--- config.mk ---
export PLATFORM = sky130hd
export DESIGN_NAME = tick_period_meter
export DESIGN_NICKNAME = d
export VERILOG_FILES = /design/src/rtl/tick_meter_pkg.sv /design/src/rtl/tpm_lock_filter.sv /design/src/rtl/tick_period_meter.sv
export SDC_FILE = /design/constraint.sdc
export NUM_CORES = 1
export LEC_CHECK = 0
export CAP_MARGIN = 20
export CORE_ASPECT_RATIO = 0.9
export CORE_MARGIN = 1
export CORE_UTILIZATION = 51
export CTS_CLUSTER_DIAMETER = 40
export CTS_CLUSTER_SIZE = 12
export DETAILED_ROUTE_END_ITERATION = 6
export PLACE_DENSITY = 0.87
export SETUP_SLACK_MARGIN = 0.2
export SYNTH_ARGS = -nofsm -noshare
export SYNTH_HDL_FRONTEND = slang
export SYNTH_HIERARCHICAL = 1
export SYNTH_SLANG_ARGS = --single-unit
--- constraint.sdc ---
create_clock -name i_CLK -period 2 [get_ports i_CLK]
set_clock_uncertainty 0.15 [all_clocks]
set_input_delay 0.3 -clock i_CLK [delete_from_list [all_inputs] [get_ports i_CLK]]
set_output_delay 0.3 -clock i_CLK [all_outputs]
set_load 0.03 [all_outputs]
--- src/rtl/tick_meter_pkg.sv ---
// -----------------------------------------------------------------------------
// tick_meter_pkg
//   Shared definitions for the tick period meter: FSM state encoding and the
//   default counter width / lock depth used by tick_period_meter and its
//   lock filter.
// -----------------------------------------------------------------------------
package tick_meter_pkg;

  // IDLE    : measurement disabled, counters cleared
  // ARMED   : enabled, waiting for the first tick to start a period
  // MEASURE : period counter running, each tick captures a divide value
  typedef enum logic [1:0] {
    IDLE    = 2'd0,
    ARMED   = 2'd1,
    MEASURE = 2'd2
  } state_t;

  localparam int DEFAULT_WIDTH      = 32;
  localparam int DEFAULT_LOCK_COUNT = 4;

endpackage

--- src/rtl/tpm_lock_filter.sv ---
// -----------------------------------------------------------------------------
// tpm_lock_filter
//   Counts consecutive identical period measurements and raises o_LOCKED once
//   LOCK_COUNT of them have been seen in a row.
//
// Ports
//   i_CLK      in  1  clock, posedge
//   i_RESET    in  1  asynchronous active-high reset
//   i_CAPTURE  in  1  a new measurement is being captured this cycle
//   i_EQUAL    in  1  new measurement equals the previously captured one
//   i_CLEAR    in  1  drop match history and lock (disable / timeout)
//   o_LOCKED   out 1  LOCK_COUNT consecutive identical measurements seen
// -----------------------------------------------------------------------------
module tpm_lock_filter
  import tick_meter_pkg::*;
#(
  parameter int LOCK_COUNT = DEFAULT_LOCK_COUNT
) (
  input  logic i_CLK,
  input  logic i_RESET,
  input  logic i_CAPTURE,
  input  logic i_EQUAL,
  input  logic i_CLEAR,
  output logic o_LOCKED
);

  localparam int MW = $clog2(LOCK_COUNT + 1);
  localparam logic [MW-1:0] MATCH_MAX = MW'(LOCK_COUNT);
  localparam logic [MW-1:0] MATCH_ONE = MW'(1);

  logic [MW-1:0] match_reg;
  logic [MW-1:0] match_next;
  logic [MW-1:0] match_upd;
  logic          locked_reg;
  logic          locked_next;

  // A zero match count means no capture has happened since the last clear,
  // so the incoming capture is the first of a new run and starts at 1 even
  // though it is compared against a stale held value.
  always_comb begin
    if ((match_reg == '0) || !i_EQUAL) begin
      match_upd = MATCH_ONE;
    end else if (match_reg >= MATCH_MAX) begin
      match_upd = MATCH_MAX;
    end else begin
      match_upd = match_reg + MATCH_ONE;
    end
  end

  always_comb begin
    match_next  = match_reg;
    locked_next = locked_reg;
    if (i_CLEAR) begin
      match_next  = '0;
      locked_next = 1'b0;
    end else if (i_CAPTURE) begin
      match_next  = match_upd;
      locked_next = (match_upd >= MATCH_MAX);
    end
  end

  always_ff @(posedge i_CLK or posedge i_RESET) begin
    if (i_RESET) begin
      match_reg  <= '0;
      locked_reg <= 1'b0;
    end else begin
      match_reg  <= match_next;
      locked_reg <= locked_next;
    end
  end

  assign o_LOCKED = locked_reg;

endmodule

--- src/rtl/tick_period_meter.sv ---
// -----------------------------------------------------------------------------
// tick_period_meter
//   Measures the spacing of a 1-cycle tick stream and reports the divide value
//   (cycles between ticks minus 1). Flags lock after LOCK_COUNT equal
//   measurements in a row and flags a sticky timeout when the period counter
//   saturates without a tick.
//
// Ports
//   i_CLK        in  1      clock, posedge
//   i_RESET      in  1      asynchronous active-high reset
//   i_ENABLE     in  1      measurement enable; low = idle, counters cleared
//   i_TICK       in  1      tick stream, each high cycle is one event
//   o_DIV_VALUE  out WIDTH  last measured divide value
//   o_VALID      out 1      pulse: o_DIV_VALUE updated this cycle
//   o_LOCKED     out 1      LOCK_COUNT consecutive identical measurements
//   o_TIMEOUT    out 1      sticky: counter saturated with no tick
// -----------------------------------------------------------------------------
module tick_period_meter
  import tick_meter_pkg::*;
#(
  parameter int WIDTH      = DEFAULT_WIDTH,
  parameter int LOCK_COUNT = DEFAULT_LOCK_COUNT
) (
  input  logic             i_CLK,
  input  logic             i_RESET,
  input  logic             i_ENABLE,
  input  logic             i_TICK,
  output logic [WIDTH-1:0] o_DIV_VALUE,
  output logic             o_VALID,
  output logic             o_LOCKED,
  output logic             o_TIMEOUT
);

  localparam logic [WIDTH-1:0] COUNT_MAX = '1;
  localparam logic [WIDTH-1:0] COUNT_ONE = WIDTH'(1);

  state_t           state_reg;
  state_t           state_next;
  logic [WIDTH-1:0] count_reg;
  logic [WIDTH-1:0] count_next;
  logic [WIDTH-1:0] div_reg;
  logic [WIDTH-1:0] div_next;
  logic             valid_reg;
  logic             valid_next;
  logic             timeout_reg;
  logic             timeout_next;
  logic             capture;
  logic             timeout_evt;
  logic             lock_clear;
  logic             count_equal;

  always_comb begin
    state_next   = state_reg;
    count_next   = count_reg;
    div_next     = div_reg;
    valid_next   = 1'b0;
    timeout_next = timeout_reg;
    capture      = 1'b0;
    timeout_evt  = 1'b0;

    if (!i_ENABLE) begin
      // Disable wins over everything; the last divide value is kept.
      state_next   = IDLE;
      count_next   = '0;
      timeout_next = 1'b0;
    end else begin
      case (state_reg)
        IDLE: begin
          // A tick on the enabling cycle already starts the first period.
          count_next = '0;
          state_next = i_TICK ? MEASURE : ARMED;
        end
        ARMED: begin
          count_next = '0;
          if (i_TICK) begin
            state_next = MEASURE;
          end
        end
        MEASURE: begin
          if (i_TICK) begin
            // A tick at a saturated counter is still a valid capture.
            capture      = 1'b1;
            div_next     = count_reg;
            valid_next   = 1'b1;
            timeout_next = 1'b0;
            count_next   = '0;
          end else if (count_reg == COUNT_MAX) begin
            // Saturate rather than wrap: give up on this period and re-arm.
            timeout_evt  = 1'b1;
            timeout_next = 1'b1;
            count_next   = '0;
            state_next   = ARMED;
          end else begin
            count_next = count_reg + COUNT_ONE;
          end
        end
        default: begin
          state_next = IDLE;
          count_next = '0;
        end
      endcase
    end
  end

  always_ff @(posedge i_CLK or posedge i_RESET) begin
    if (i_RESET) begin
      state_reg   <= IDLE;
      count_reg   <= '0;
      div_reg     <= '0;
      valid_reg   <= 1'b0;
      timeout_reg <= 1'b0;
    end else begin
      state_reg   <= state_next;
      count_reg   <= count_next;
      div_reg     <= div_next;
      valid_reg   <= valid_next;
      timeout_reg <= timeout_next;
    end
  end

  // Compared against the currently held value, i.e. the previous capture.
  assign count_equal = (count_reg == div_reg);
  assign lock_clear  = !i_ENABLE || timeout_evt;

  tpm_lock_filter #(
    .LOCK_COUNT (LOCK_COUNT)
  ) u_lock_filter (
    .i_CLK     (i_CLK),
    .i_RESET   (i_RESET),
    .i_CAPTURE (capture),
    .i_EQUAL   (count_equal),
    .i_CLEAR   (lock_clear),
    .o_LOCKED  (o_LOCKED)
  );

  assign o_DIV_VALUE = div_reg;
  assign o_VALID     = valid_reg;
  assign o_TIMEOUT   = timeout_reg;

endmodule

Word-level counts from Yosys, hierarchy flattened --
Cells that the tools add are included.
Storage, ports and cells: flip-flop bits (word level) 72, bits of input ports 4, output and inout port bits 35, logic and storage cells 57
Operators by class: $add $sub $neg 2, $lt $le $gt $ge 2, equality and inequality tests 9, multiplexer cells 27, reduce and logical (&&, ||, !) cells 10
Operators with widths (number):
- $mux 32 | 4
- $add 32x1->32 const B | 1
- $eq 32x32->1 | 1
- $eq 32x32->1 const B | 1
- $mux 1 | 13
- $mux 3 | 4
- $mux 2 | 5
- $ne 3x3->1 const B | 3
- $ge 3x3->1 const B | 2
- $pmux 2 s3 | 1
- $reduce_and 3->1 | 2
- $add 3x1->3 const B | 1
- $logic_not 3->1 | 1
- $ne 3x1->1 const B | 1
- $eq 2x1->1 const B | 1
- $eq 2x2->1 const B | 1
- $logic_not 1->1 | 2
- $logic_not 2->1 | 1
- $logic_or 1x1->1 | 2
- $ne 2x1->1 const B | 1
- $reduce_and 2->1 | 1
- $reduce_bool 2->1 | 1

Logic depth before layout (Yosys ltp) --
Gate-level depths: netlist of the first run.
depth in word-level cells 7, gate-level depth with buffers 8, depth with buffers taken out 7

Modules after synthesis --
The synthesis of the first run kept the hierarchy.
Modules (own cells, without submodules):
- tick_period_meter | instances 1, cells an instance 330, area an instance 3519.6 um^2, seq. area each 1701.6 um^2
- tpm_lock_filter | instances 1, cells an instance 18, area an instance 185.2 um^2, seq. area each 75.1 um^2

Least setup slack after synthesis of the first run --
Ideal clock, no wire load.
path type reg-to-reg, start register count_reg[0], end register count_reg[4], arrival time 1853 ps, required time 1713 ps, setup slack -140 ps, stages on the path, launching flop included 9, period minus slack after synthesis 2140 ps, cell sequence dfrtp_1 > ha_1 > and3_1 > clkbuf_2 > nand4_1 > nor4_1 > buf_2 > buf_2 > nor3_1
Between the ends: word-level cells in the longest chain between the ends 5
RTL lines:
- start, declared | RTL line tick_period_meter.sv:39 | logic [WIDTH-1:0] count_reg;
- start signal, assigned | RTL line tick_period_meter.sv:114 | count_reg <= count_next;
- $add 32x1->32 or $eq 32x32->1 (tied branches) | RTL line tick_period_meter.sv:94, tick_period_meter.sv:87
- $mux 32 * | RTL line tick_period_meter.sv:87 | end else if (count_reg == COUNT_MAX) begin
- $mux 32 * | RTL line tick_period_meter.sv:80 | if (i_TICK) begin
- $mux 32 * | RTL line tick_period_meter.sv:67 | case (state_reg)
- $mux 32 * | RTL line tick_period_meter.sv:61 | if (!i_ENABLE) begin
- named net count_next[4] | RTL line tick_period_meter.sv:40 | logic [WIDTH-1:0] count_next;
Mark *: on every way through the listed nets, which the timed path passes. The rest lies on a longest branch. A chain may end at the register's enable or synchronous reset.

Final worst setup path of the first run --
start register count_reg[15], end register u_lock_filter.match_reg[1]
RTL lines:
- $eq 32x32->1 | RTL line tick_period_meter.sv:122 | assign count_equal = (count_reg == div_reg);
- named net count_equal | RTL line tick_period_meter.sv:50 | logic count_equal;
- $logic_not 1->1 | RTL line tpm_lock_filter.sv:41 | if ((match_reg == '0) || !i_EQUAL) begin
- $logic_or 1x1->1 | RTL line tpm_lock_filter.sv:41
- $mux 3 | RTL line tpm_lock_filter.sv:41
- $mux 3 | RTL line tpm_lock_filter.sv:56 | end else if (i_CAPTURE) begin
- $mux 3 | RTL line tpm_lock_filter.sv:53 | if (i_CLEAR) begin
- end signal, assigned | RTL line tpm_lock_filter.sv:67 | match_reg <= match_next;
- end, declared | RTL line tpm_lock_filter.sv:31 | logic [MW-1:0] match_reg;
The timed path passes the listed nets, and every way through them passes these cells. The select of a mux whose other input is x is not followed.

==> flow_summary.yaml, run 1 <==
floorplanning:
  rows: 29
  die_h_um: 82.9
  core_area_um2: 7040
  start_util_pct: 52.6
  die_area_um2: 7610
  io_pins: 39
  dieWidth_um: 91.8
routing:
  vias: 3856
  drt.antenna.violating_nets: 0
  vias_per_cell: 6.97
  dr.pass1.iters: 6
  drc: 0
  drt-wirelength-per-cell_um: 26.8
  routed_wirelength_um: 14800
  drt_iter0_markers: 573
placement:
  hpwlAfterDp_um: 6820
  routabilityCongestion: 0.911
  portBuffers: 38
worst_setup_path:
  cp_slowest_cell: "nor4_1"
  cp_max_fo: 5
  rr_startpoint: "count_reg[15]$_DFF_PP0_"
  worst_ep_required_time_ns: 2.13
  crit_path_max_incr_delay_ns: 0.43
  setup.worst_path.start: "count_reg[15]$_DFF_PP0_"
  crit_chain: "buf_6, xor2_1, nor4_1, nand4_1, nor2_2, and4bb_2, mux2i_1, nor2_1"
  path_class: "reg -> reg"
  start_kind: "register"
  end_kind: "register"
  worstPathArrival_ns: 2.38
logic_synthesis:
  synth_area_leader_cell: "dfrtp_1"
  ys_seq_area_share_pct: 48.0
  yosysWarnings: 6
  syn_avg_cell_area_um2: 10.6
  synth_most_common_cell: "dfrtp_1"
  syn_inst: 348
  synthTopCellsByArea: "dfrtp_1 (48%), xor2_1 (8.5%), mux2_2 (7.9%)"
  netlist_area_um2: 3700
  syn_nets: 355
  yosys.area.top_type_share_pct: 48.0
  ys_ff_latch: 71
  ys.flop_type: "dfrtp_1"
  async_reset_ff_share_pct: 100
  yosys.cell_types.count: 42
  synthTopCellsByCount: "dfrtp_1 (71), xor2_1 (36), mux2_2 (26), nand2_1 (16), nor3_1 (16)"
  synth-edff-count: 0
global_routing:
  grt_pass1_wl_um: 20000
  grt_start_max_net_pins: 28
  track_usage_pct: 35.0
  grt_pass1_vias: 3726
  antenna_found_initial: 0
  gr-total-overflow: 0
pwr:
  pwr_density_cell_nw_per_um2: 519
  leakage_nw: 2.75
  ir_drop_mv: 0.657
worst_hold_path:
  hp-class: "in -> async"
timing:
  rsz0062_at_grt: "yes"
  relSlewSlack_pct: 64.7
  period_share_pct: 113
  setup_viol: 33
  finalHoldViolations: 0
  max_freq_mhz: 444
  worst_slack_ns: -0.251
  final_max_slew_viol_count: 0
  period_needed_ns: 2.25
  whs_ns: 0.0583
  worstMarginPinSlew_ns: 0.528
cts:
  clock-root-buffer: "clkbuf_8"
  cts_hold_buf: 0
  cts_tree: "built"
  clock_latency_ns: 0.37
  numClockSinks: 71
  cts-buffers-inserted: 9
  clkTransAtPathRegs_ns: 0.08
  clock_path_buffers: 2
  htree_levels: 3
run_status:
  violations: "negative setup slack"
  status: "finished, violations left"
finish:
  syn_to_final_growth_pct: 51.5
  drive_gt1_share_pct: 45.9
  antenna_cells: 0
  nNetsFinal: 462
  fin_util_pct: 79.7
flow_run:
  drv_cap: 0
[critical path, delay by kind of cell (launching register included)]
family / cells / cell delay (ns)
buffers and inverters: 1 / 0.14
flip-flops: 1 / 0.41
AND/OR/NAND/NOR: 5 / 1.23
XOR/XNOR: 1 / 0.17
multiplexers: 1 / 0.07
[final timing paths]
kind | to | slack, ns | cells past startpoint
max | u_lock_filter/match_reg[1]$_DFFE_PP0P_ | -0.25 | 8
min | u_lock_filter/match_reg[1]$_DFFE_PP0P_ | 0.06 | 2
max reg2reg | u_lock_filter/match_reg[1]$_DFFE_PP0P_ | -0.25 | 8
min reg2reg | o_DIV_VALUE[16]$_DFFE_PP0P_ | 0.40 | 1
max in group asynchronous | count_reg[4]$_DFF_PP0_ | 0.98 | 3
min in group i_CLK | o_DIV_VALUE[16]$_DFFE_PP0P_ | 0.40 | 1
[layer usage]
metal	share of wire, %	track usage (%)	vias to the layer above
li1	-	-	1496
met1	35	42.1	1897
met2	47	55.7	345
met3	10	11.3	118
met4	6.9	18.9	0
met5	0	0	-
[cells in the final DEF (no fill, tap or decap), drive strengths merged, types with 2 or more instances in the layout]
cell type and count:
buf 79, dfrtp 71, xor2 36, dlygate4sd2 35, mux2 26, a211oi 16, nand2 16, nor3 16
inv 14, nand3 14, o31ai 13, nor4 13, or4 12, nand4 12, clkbuf 12, o21ai 11
xnor2 7, and3 6, and4 5, nor2 5, or3 4, o41ai 3, clkinvlp 3, clkdlybuf4s50 3
ha 3, a21oi 2, a21o 2, bufinv 2, clkinv 2, nor2b 2, or2 2, nor3b 2
[per-stage QoR]
stage	total power [mW]	worst slack [ns]	setup TNS (ns)	instance area (um2)	cells
floorplan	1.54	-0.0488	-0.0660	3790	348
global placement	1.59	-0.0198	-0.0198	4550	503
detailed placement	1.60	-0.117	-0.502	4550	503
CTS	2.86	-0.00760	-0.00760	5250	542
global route	2.99	-0.321	-7.53	5610	553
finish	2.91	-0.251	-5.81	5610	553
[layout make-up]
type                       instances  area [um2]
fill                             372        1430
inverter                          15        60.1
clock inverter                     6        85.1
multi-input combinational        239        2310
sequential                        71        1780
clock buffer                      10         128
tap                               93         116
timing repair buffer             119        1130
[cell families after synthesis]
| logic type | after synthesis | share of synthesized area, % |
|---|---|---|
| and+or+nand+nor | 113 | 18.2 |
| adders and majority gates | 3 | 1.01 |
| DFF | 71 | 48.0 |
| buffers and inverters | 39 | 4.26 |
| muxes | 27 | 8.17 |
| AOI/OAI and AO/OA | 52 | 10.2 |
| xor gates and xnor gates | 43 | 10.2 |
[power by group]
part           switching, mW  internal (mW)
clock network          0.611          0.699
registers             0.0103           1.44
logic                 0.0949         0.0563
total                  0.716           2.20
[what timing repair did]
item,CTS,global route
buffers inserted,21,8
cloned,2,3
gates resized for setup,115,44
pin swaps,33,27
setup endpoints to repair,73,67
Note: power is estimated with default switching activity, not from simulation.
==> run 2, diff against run 1 <==
Settings changed: CTS_BUF_LIST set to sky130_fd_sc_hd__clkbuf_16, REMOVE_ABC_BUFFERS set to 1, SKIP_LAST_GASP set to 1.
==> flow_summary.yaml, run 2 (synthesized netlist as in run 1, its figures left out) <==
run_status:
  status: "finished, violations left"
  violations: "negative setup slack"
routing:
  vias_per_cell: 6.83
  routed_wirelength_um: 14100
  drt_iter0_markers: 483
  drc: 0
  dr.pass1.iters: 5
  vias: 3783
  drt-wirelength-per-cell_um: 25.5
  drt.antenna.violating_nets: 0
timing:
  whs_ns: 0.0360
  max_freq_mhz: 449
  relSlewSlack_pct: 61.8
  worstMarginPinSlew_ns: 0.566
  setup_viol: 34
  period_needed_ns: 2.23
  finalSetupTns_ns: -6.14
  worst_slack_ns: -0.230
  rsz0062_at_grt: "yes"
  finalHoldViolations: 0
  final_max_slew_viol_count: 0
  period_share_pct: 111
finish:
  nNetsFinal: 463
  final_common_cell: "dfrtp_1"
  final_cell_mix: "dfrtp_1 (66), buf_4 (61), xor2_1 (35)"
  drive_gt1_share_pct: 41.6
  fin_cells: 554
  antenna_cells: 0
  syn_to_final_growth_pct: 51.1
worst_setup_path:
  crit_chain: "buf_4, xor2_1, nor4_2, nand4_1, nor2_2, and4bb_2, mux2i_1, nor2_1"
  worst_ep_required_time_ns: 2.12
  end_kind: "register"
  critical_path.top_delay_family: "simple AND/OR/NAND/NOR gates"
  crit_path_max_incr_delay_ns: 0.43
  worstPathArrival_ns: 2.35
  cp_num_cells: 8
  cp_max_fo: 5
  ff2ff_path_depth: 8
  start_kind: "register"
  cp.buffers_inverters: 1
  path_class: "reg -> reg"
  cp_slowest_cell: "dfrtp_1"
cts:
  clock_latency_ns: 0.34
  htree_levels: 3
  cts-buffers-inserted: 9
  cts_tree: "built"
  clkTransAtPathRegs_ns: 0.06
  clock-root-buffer: "clkbuf_16"
  numClockSinks: 71
  clock_path_buffers: 2
  cts_hold_buf: 0
floorplanning:
  core_area_um2: 7040
  die_h_um: 82.9
  rows: 29
  dieWidth_um: 91.8
  die_area_um2: 7610
  io_pins: 39
  start_util_pct: 52.6
global_routing:
  grt_start_max_net_pins: 38
  track_usage_pct: 35.9
  gr-total-overflow: 0
  antenna_found_initial: 0
  grt_pass1_vias: 3731
  grt_pass1_wl_um: 20400
placement:
  hpwlAfterDp_um: 6510
  post-place-ws_ns: -0.0982
  routabilityCongestion: 0.893
  placed_cells: 510
  portBuffers: 38
worst_hold_path:
  hp-class: "in -> async"
pwr:
  ir_drop_mv: 0.716
  leakage_nw: 2.81
  pwr_density_cell_nw_per_um2: 589
flow_run:
  drv_cap: 0
[run 2: report_power, final]
part | total [mW] | internal [mW] | leakage, nW | switching (mW)
Combinational | 0.143 | 0.0515 | 1.66 | 0.0913
Sequential | 1.45 | 1.44 | 0.981 | 0.00900
Clock | 1.70 | 1.07 | 0.163 | 0.627
[run 2: cell type report]
class | instances | area (um2)
Sequential cell | 71 | 1780
Tap cell | 93 | 116
Clock inverter | 7 | 81.3
Timing Repair Buffer | 121 | 1140
Clock buffer | 9 | 225
Fill cell | 370 | 1440
Multi-Input combinational cell | 238 | 2200
Inverter | 15 | 56.3
[run 2: through the flow]
step | total power, mW | area, um2 | utilization [%]
final | 3.30 | 5600 | 79.5
after CTS | 3.25 | 5330 | 75.6
after detailed placement | 1.59 | 4560 | 64.7
after global routing | 3.36 | 5600 | 79.5
after global placement | 1.59 | 4560 | 64.7
after floorplan | 1.54 | 3600 | -
[run 2: worst paths after layout]
kind	start	to	slack (ns)
min in group i_CLK	o_DIV_VALUE[12]$_DFFE_PP0P_	o_DIV_VALUE[12]$_DFFE_PP0P_	0.38
hold reg to reg	o_DIV_VALUE[12]$_DFFE_PP0P_	o_DIV_VALUE[12]$_DFFE_PP0P_	0.38
setup / recovery	count_reg[13]$_DFF_PP0_	u_lock_filter/match_reg[1]$_DFFE_PP0P_	-0.23
max in group asynchronous	i_RESET	count_reg[20]$_DFF_PP0_	1.00
hold / removal	i_RESET	u_lock_filter/match_reg[1]$_DFFE_PP0P_	0.04
setup reg to reg	count_reg[13]$_DFF_PP0_	u_lock_filter/match_reg[1]$_DFFE_PP0P_	-0.23
[run 2: worst reg2reg max path: stages, from the launching register on]
cell	delay [ns]
dfrtp_1	0.43
buf_4	0.17
xor2_1	0.18
nor4_2	0.33
nand4_1	0.26
nor2_2	0.19
and4bb_2	0.23
mux2i_1	0.07
nor2_1	0.14
[run 2: timing repair]
action                                  CTS  global route
endpoints found under the setup margin   72            66
buffers inserted                         16             8
hold endpoints to repair                  0             0
resized for setup                        93            40
pin swaps                                19            15
gates cloned                              4             0
[run 2: layer usage]
metal  part of all wire (%)  track usage [%]  vias up
li1                       -                -     1498
met1                     35             43.4     1840
met2                     46             57.3      325
met3                     11             10.9      120
met4                    7.6             19.7        0
met5                      0                0        -
==> run 3, diff against run 2 <==
Settings changed: CORE_UTILIZATION 51 to 55, PLACE_DENSITY 0.87 to 0.89.
Clock period 2 ns to 2.35 ns, I/O delays scaled along.
==> flow_summary.yaml, run 3 (synthesized netlist as in run 1, its figures left out) <==
floorplanning:
  io_pins: 39
  dieWidth_um: 88.5
  die_area_um2: 7070
  start_util_pct: 58.6
  die_h_um: 79.9
  rows: 27
  core_area_um2: 6320
worst_setup_path:
  setup.worst_path.start: "count_reg[1]$_DFF_PP0_"
  path_class: "reg -> reg"
  end_kind: "register"
  rr_startpoint: "count_reg[1]$_DFF_PP0_"
  cp_max_fo: 14
  worst_ep_required_time_ns: 2.43
  worstPathArrival_ns: 2.15
  start_kind: "register"
pwr:
  p_comb_share_pct: 4.3
  ir_drop_mv: 0.431
  power_frac_clock_pct: 46.2
  pwr_density_cell_nw_per_um2: 528
  switching_share_pct: 21.7
  power.internal_mw: 1.95
  p_total_mw: 2.50
  leakage_nw: 2.18
  switching_power_uw: 541
  seqPwrFrac_pct: 49.5
routing:
  dr.pass1.iters: 5
  vias: 3086
  drc: 0
  routed_wirelength_um: 9630
  drt_iter0_markers: 296
  drt-wirelength-per-cell_um: 19.4
  vias_per_cell: 6.23
  drt.antenna.violating_nets: 0
timing:
  period_share_pct: 88.1
  relSlewSlack_pct: 56.8
  worstMarginPinSlew_ns: 0.645
  final_max_slew_viol_count: 0
  period_needed_ns: 2.07
  worst_slack_ns: 0.281
  finalHoldViolations: 0
  max_freq_mhz: 483
  finalSetupTns_ns: 0
  rsz0062_at_grt: "yes"
  setup_viol: 0
flow_run:
  drv_cap: 0
global_routing:
  grt_pass1_wl_um: 15100
  antenna_found_initial: 0
  track_usage_pct: 28.8
  grt_start_max_net_pins: 35
  gr-total-overflow: 0
  grt_pass1_vias: 2969
finish:
  drive_gt1_share_pct: 24.5
  final_cell_mix: "dfrtp_1 (60), clkdlybuf4s50_1 (38), xor2_1 (36)"
  nNetsFinal: 411
  final_common_cell: "dfrtp_1"
  syn_to_final_growth_pct: 27.7
  antenna_cells: 0
  design_area_um2: 4730
placement:
  routabilityCongestion: 0.884
  portBuffers: 38
  post-place-ws_ns: 0.186
  placed_cell_area_um2: 4300
  hpwlAfterDp_um: 6300
cts:
  clock_path_buffers: 2
  cts_tree: "built"
  cts-buffers-inserted: 9
  clock_latency_ns: 0.33
  cts_hold_buf: 0
  htree_levels: 3
  numClockSinks: 71
  clkTransAtPathRegs_ns: 0.05
  clock-root-buffer: "clkbuf_16"
run_status:
  status: "finished clean"
worst_hold_path:
  hp-class: "in -> async"
-- run 3: changes by cell type in the layout (fill, tap and decap cells not counted), sizes merged --
cell,previous run,this run
buf,83,31
bufinv,2,0
clkdlybuf4s50,3,38
clkinv,2,3
dlygate4sd2,34,0
dlymetal6s2s,1,0
-- run 3: what timing repair did --
action	CTS	global route
setup endpoints to repair	28	33
buffers inserted	0	12
pin swaps	0	5
resized for setup	6	21
-- run 3: critical path, stage by stage (launching register included) --
cell and delay, ns:
dfrtp_2 0.39, ha_2 0.19, and3_1 0.17, nand4_1 0.09, buf_4 0.20, or4_1 0.55, a211oi_2 0.23
-- run 3: path summary, 6_finish.rpt --
path / endpoint / slack [ns] / cells after the start
max: count_reg[26]$_DFF_PP0_ / 0.28 / 6
min: u_lock_filter/match_reg[0]$_DFFE_PP0P_ / 0.10 / 2
max reg2reg: count_reg[26]$_DFF_PP0_ / 0.28 / 6
min reg2reg: o_DIV_VALUE[12]$_DFFE_PP0P_ / 0.37 / 2
max in group asynchronous: count_reg[23]$_DFF_PP0_ / 1.24 / 3
min in group i_CLK: o_DIV_VALUE[12]$_DFFE_PP0P_ / 0.37 / 2
-- run 3: final cells by class --
class	count	area, um2
inverter	15	56.3
clock inverter	6	22.5
tap	87	109
clock buffer	9	225
timing repair buffer	69	676
fill	418	1590
sequential	71	1790
multi-input combinational	238	1850
-- run 3: power by group through the flow --
stage	clock network (mW)	logic (mW)	registers, mW
2_1_floorplan	0	0.0516	1.26
3_3_place_gp	0	0.0962	1.26
3_5_place_dp	0	0.0999	1.26
4_1_cts	1.16	0.102	1.23
5_1_grt	1.22	0.117	1.23
6_report	1.15	0.107	1.24
-- run 3: routing by layer --
| metal | part of all wire [%] | global-route usage (%) |
|---|---|---|
| met3 | 6.6 | 5.69 |
| met1 | 41 | 37.9 |
| met5 | 0 | 0 |
| met4 | 2.4 | 11.5 |
| met2 | 50 | 46.6 |
-- run 3: through the flow --
step	hold WS (ns)	util [%]	instances
after CTS	0.0999	72.4	483
after global placement	0.356	68.1	468
after detailed placement	0.367	68.1	468
final	0.104	74.9	495
after global routing	0.102	74.9	495
after floorplan	-0.0439	-	324
